File: config.mk
export PLATFORM = sky130hd
export DESIGN_NAME = vec_instr_dispatch_q
export DESIGN_NICKNAME = d
export VERILOG_FILES = /design/src/rtl/vec_instr_dispatch_q.sv
export SDC_FILE = /design/constraint.sdc
export NUM_CORES = 1
export LEC_CHECK = 0
export CAP_MARGIN = 20
export CORE_MARGIN = 2
export CORE_UTILIZATION = 39
export CTS_CLUSTER_DIAMETER = 40
export CTS_CLUSTER_SIZE = 30
export DETAILED_ROUTE_END_ITERATION = 8
export SKIP_LAST_GASP = 1
export SLEW_MARGIN = 25
export SYNTH_ARGS = -nofsm -noshare
export SYNTH_HDL_FRONTEND = slang
export SYNTH_SLANG_ARGS = --single-unit
File: constraint.sdc
create_clock -name CLK -period 27.8 [get_ports CLK]
set_input_delay 4.17 -clock CLK [delete_from_list [all_inputs] [get_ports CLK]]
set_output_delay 4.17 -clock CLK [all_outputs]
set_load 0.01 [all_outputs]
File: src/rtl/vec_instr_dispatch_q.sv
// Circular instruction queue that dispatches its head entry to one of NUM_CH channels by an ID field.
// Optional macro VEC_IQ_BYPASS_EN adds a same-cycle path from control_* to ch_* when the queue is empty.
module vec_instr_dispatch_q #(
  parameter int DATA_WIDTH      = 64,
  parameter int VEC_INSTR_WIDTH = 32,
  parameter int INSTR_WIDTH     = 3*DATA_WIDTH-VEC_INSTR_WIDTH,
  parameter int DEPTH           = 10,
  parameter int NUM_CH          = 2,
  parameter int CH_BITS         = 1,
  parameter int AFULL_THRESH    = 8
) (
  input  logic                           CLK,
  input  logic                           RESET,
  input  logic                           flush,
  input  logic                           control_wr,
  input  logic [INSTR_WIDTH-1:0]         control_data,
  output logic                           core_busy,
  output logic                           almost_full,
  output logic [$clog2(DEPTH+1)-1:0]     occupancy,
  output logic [NUM_CH-1:0]              ch_valid,
  input  logic [NUM_CH-1:0]              ch_ready,
  output logic [INSTR_WIDTH-CH_BITS-1:0] ch_data,
  output logic                           overflow,
  output logic                           bad_ch
);

  localparam int PTR_W = $clog2(DEPTH);
  localparam int CNT_W = $clog2(DEPTH+1);
  localparam int PL_W  = INSTR_WIDTH-CH_BITS;

  function automatic logic [PTR_W-1:0] ptr_inc(input logic [PTR_W-1:0] p);
    if (p == PTR_W'(DEPTH-1)) begin
      return {PTR_W{1'b0}};
    end else begin
      return p + PTR_W'(1);
    end
  endfunction

  // Out-of-range IDs decode to all-zero, which is how a bad channel is detected.
  function automatic logic [NUM_CH-1:0] ch_decode(input logic [CH_BITS-1:0] id);
    logic [NUM_CH-1:0] oh;
    oh = {NUM_CH{1'b0}};
    for (int i = 0; i < NUM_CH; i++) begin
      if (id == CH_BITS'(i)) begin
        oh[i] = 1'b1;
      end else begin
        oh[i] = 1'b0;
      end
    end
    return oh;
  endfunction

  logic [INSTR_WIDTH-1:0] r_mem [DEPTH];
  logic [PTR_W-1:0]       r_wr_ptr;
  logic [PTR_W-1:0]       r_rd_ptr;
  logic [CNT_W-1:0]       r_count;
  logic                   r_overflow;
  logic                   r_bad_ch;

  logic [INSTR_WIDTH-1:0] w_head;
  logic [NUM_CH-1:0]      w_head_oh;
  logic                   w_nonempty;
  logic                   w_full;
  logic                   w_head_bad;
  logic                   w_push;
  logic                   w_pop;
  logic                   w_wr;
  logic                   w_bad_evt;

  // Head decode, pop and accepted-push qualification from registered state.
  always_comb begin
    w_head     = r_mem[r_rd_ptr];
    w_nonempty = (r_count != {CNT_W{1'b0}});
    w_full     = (r_count == CNT_W'(DEPTH));
    w_push     = control_wr && !w_full && !flush && !RESET;
    if (w_nonempty) begin
      w_head_oh = ch_decode(w_head[INSTR_WIDTH-1 -: CH_BITS]);
    end else begin
      w_head_oh = {NUM_CH{1'b0}};
    end
    w_head_bad = w_nonempty && (w_head_oh == {NUM_CH{1'b0}});
    w_pop      = w_head_bad || (|(w_head_oh & ch_ready));
  end

`ifdef VEC_IQ_BYPASS_EN
  logic [NUM_CH-1:0] w_byp_oh;

  // An empty queue forwards the incoming push straight to the channels.
  always_comb begin
    w_byp_oh = ch_decode(control_data[INSTR_WIDTH-1 -: CH_BITS]);
    if (w_push && !w_nonempty) begin
      ch_valid  = w_byp_oh;
      ch_data   = control_data[PL_W-1:0];
      w_wr      = (w_byp_oh != {NUM_CH{1'b0}}) && !(|(w_byp_oh & ch_ready));
      w_bad_evt = (w_byp_oh == {NUM_CH{1'b0}});
    end else begin
      ch_valid  = w_head_oh;
      ch_data   = w_head[PL_W-1:0];
      w_wr      = w_push;
      w_bad_evt = w_head_bad;
    end
  end
`else
  // Channel outputs come only from the stored head entry.
  always_comb begin
    ch_valid  = w_head_oh;
    ch_data   = w_head[PL_W-1:0];
    w_wr      = w_push;
    w_bad_evt = w_head_bad;
  end
`endif

  // Status flags derived from the registered count.
  always_comb begin
    core_busy   = w_full;
    almost_full = (r_count >= CNT_W'(AFULL_THRESH));
    occupancy   = r_count;
    overflow    = r_overflow;
    bad_ch      = r_bad_ch;
  end

  // Pointers, count and sticky flags; reset outranks flush, flush outranks traffic.
  always_ff @(posedge CLK) begin
    if (RESET) begin
      r_wr_ptr   <= {PTR_W{1'b0}};
      r_rd_ptr   <= {PTR_W{1'b0}};
      r_count    <= {CNT_W{1'b0}};
      r_overflow <= 1'b0;
      r_bad_ch   <= 1'b0;
    end else if (flush) begin
      r_wr_ptr <= {PTR_W{1'b0}};
      r_rd_ptr <= {PTR_W{1'b0}};
      r_count  <= {CNT_W{1'b0}};
    end else begin
      if (w_wr) begin
        r_wr_ptr <= ptr_inc(r_wr_ptr);
      end
      if (w_pop) begin
        r_rd_ptr <= ptr_inc(r_rd_ptr);
      end
      case ({w_wr, w_pop})
        2'b10:   r_count <= r_count + CNT_W'(1);
        2'b01:   r_count <= r_count - CNT_W'(1);
        default: r_count <= r_count;
      endcase
      if (control_wr && w_full) begin
        r_overflow <= 1'b1;
      end
      if (w_bad_evt) begin
        r_bad_ch <= 1'b1;
      end
    end
  end

  // Entry storage is deliberately left uninitialised.
  always_ff @(posedge CLK) begin
    if (w_wr) begin
      r_mem[r_wr_ptr] <= control_data;
    end
  end

endmodule

==> qor.yml <==
place:
  place_congestion: 0.689
  io_buffers: 334
  placed_cell_area_um2: 67300
  post-dp-hpwl_um: 68100
synthesis:
  yosysWarnings: 0
  ys_types: 41
  synth_top_family_by_area: "multiplexers"
  synth_xor_area_share_pct: 0.0854
  synth.top_cells.by_area: "edfxtp_1 78%, mux4_2 12%, mux2i_1 2.7%"
  avgSynthCellArea_um2: 21.7
  synthArstFlopShare_pct: 0
  synth_top_cell_area_share_pct: 78.1
  ys.flop_type: "edfxtp_1"
  synth_fa_ha_area_share_pct: 0.0610
  synthSimpleGateAreaFrac_pct: 2.14
  synthesis.nets: 3009
  synth_compound_area_share_pct: 3.44
  yosys_register_bits: 1618
  synth_enable_flop_cells: 1600
  synth_top_area_cell: "edfxtp_1"
  muxShareOfSynthArea_pct: 14.4
  syn_area_um2: 61500
  syn_inst: 2840
  ys_seq_area_share_pct: 78.7
worst_setup_path:
  worstPathRequired_ps: 23630
  path_class: "flip-flop to primary output"
  path_cells: "buf_4 -> buf_4 -> buf_4 -> buf_12 -> mux4_2 -> nor2b_1 -> a211oi_1 -> a21oi_1 -> clkdlybuf4s50_1"
  crit_path_start_kind: "flip-flop"
  cp_max_fo: 95
  cp_slowest_stage_delay_ps: 870
  cp-end-kind: "primary output"
  cpMaxStageDelayCell: "dfxtp_4"
  r2r_start: "occupancy[2]"
  cp_common_cell: "buf_4"
  arrival_ps: 6630
layout:
  final_common_cell: "edfxtp_1"
  area_growth_pct: 21.9
  layout-drive-gt1-share_pct: 22.1
  final_cell_mix: "1600 x edfxtp_1, 334 x clkdlybuf4s50_1, 318 x mux4_2"
  nets: 3449
  design_area_um2: 75000
drt:
  finalWirelength_um: 135000
  drc: 0
  top_layer: "met5"
  wl_met3_um: 8820
  wl_met1_um: 60000
  vias_per_cell: 5.29
  wl_met2_um: 63700
  firstDrtPassIters: 5
  routed-via-count: 29300
  drt_iter0_drc: 2245
  drtAntennaViolNets: 0
  wl_per_cell_um: 24.5
clock_tree:
  cts_hold_buf: 0
  root_buffer: "clkbuf_16"
  cts_tree: "yes"
  cts.sinks: 1618
  cts_max_level: 4
  path_clk_slew_ps: 60
  post-cts-setup-buffers: 0
  clock_latency_ps: 850
  cts-resized-gates: 0
  ctsLongestPathBuffers: 3
  cts-buffers-inserted: 212
grt:
  grt_pass1_vias: 30700
  track_usage_pct: 16.7
  grt_start_max_net_pins: 147
  grt_overflow_total: 0
  grt_pass1_wl_um: 201000
  antenna_found_initial: 16
timing:
  fmax_mhz: 92.6
  finalMaxSlewViolations: 0
  hold_viol_final: 0
  setup_viol_count_final: 0
  rsz0062_at_grt: "false"
  finalCritPeriodShare_pct: 38.8
  final.min_clock_period_ps: 10800
  relSlewSlack_pct: 31.8
  fin_skew_ps: 47.9
  worst_pin_slew_ps: 1020
  fin_setup_tns_ps: 0
floorplanning:
  pin_count: 335
  design.core.area_um2: 156000
  dieArea_um2: 161000
  start_util_pct: 39.3
  die_h_um: 401
  rows: 145
  die_w_um: 401
power_and_ir_drop:
  p_total_w: 0.00565
  ir_drop_mv: 0.0606
  cellPowerDensity_nw_per_um2: 75.4
  p_leak_nw: 22.8
hold_path:
  min_from: "overflow"
  hold_path_class: "flip-flop to flip-flop"
status:
  outcome: "finished clean"
flow_run:
  drv_cap: 0
==> metal layers <==
layer / vias to the layer above / track usage (%)
li1: 12800 / -
met1: 15400 / 23.1
met2: 766 / 26.0
met3: 199 / 4.60
met4: 28 / 4.63
met5: - / 0
==> area by class of cell <==
class	instances	area (um2)
well taps	2058	2570
clock inverters	170	2290
clock buffers	233	5380
flip-flops and latches	1618	48400
inverters	5	18.8
diodes	2	5.00
repair buffers	394	3860
fillers	12800	81400
multi-input cells	1049	12400
==> path summary, 6_finish.rpt <==
| path | to | slack (ps) | cells past startpoint |
|---|---|---|---|
| worst max-delay path | ch_data[76] | 17000 | 9 |
| worst min-delay path | overflow | 460 | 2 |
| worst max register to register | r_mem[8][132] | 23600 | 7 |
| worst min register to register | overflow | 460 | 2 |
==> metrics by stage <==
stage          setup slack [ps]  hold WS [ps]  cells  utilization [%]
6_report                  17000           460   5529             47.9
4_1_cts                   16710           461   5527             47.9
2_1_floorplan              6620           445   2840                -
5_1_grt                   16400           492   5527             47.9
3_5_place_dp              17620           452   5124             43.0
3_3_place_gp              17620           441   5124             43.0
==> cells in the mapped netlist (4+ instances only) <==
master	n
mux4_2	318
nand2_1	9
nor3_1	10
a21oi_1	165
o21ai_0	6
inv_1	5
nor2_1	11
edfxtp_1	1600
mux2i_1	166
buf_1	16
xor2_1	4
buf_4	5
nor2b_1	164
a211oi_1	159
buf_2	53
dfxtp_1	18
nor4_1	4
clkbuf_1	92
==> power by group <==
| part | internal (W) | switching [W] |
|---|---|---|
| Combinational | 0.0000526 | 0.0000599 |
| Sequential | 0.00269 | 0.00000216 |
| Clock | 0.00172 | 0.00113 |
==> state kept, by name, summed over array words and instances, names as in the netlist, named ones only <==
signal,cells
r_mem,1600
occupancy,4
r_rd_ptr,4
r_wr_ptr,4
bad_ch,1
overflow,1
==> kinds of logic after synthesis <==
family          count (synthesis)
simple gates                  216
buf+inv                       173
flops                        1618
mux                           486
xor+xnor                        6
fa+ha+maj                       3
compound gates                338
==> critical path: cells and delay by family, from the launching register on <==
kind / cells / cell delay, ps
buf+inv: 5 / 3560
flops: 1 / 870
mux: 1 / 600
compound gates: 2 / 390
simple gates: 1 / 140
Note: power is estimated with default switching activity, not from simulation.
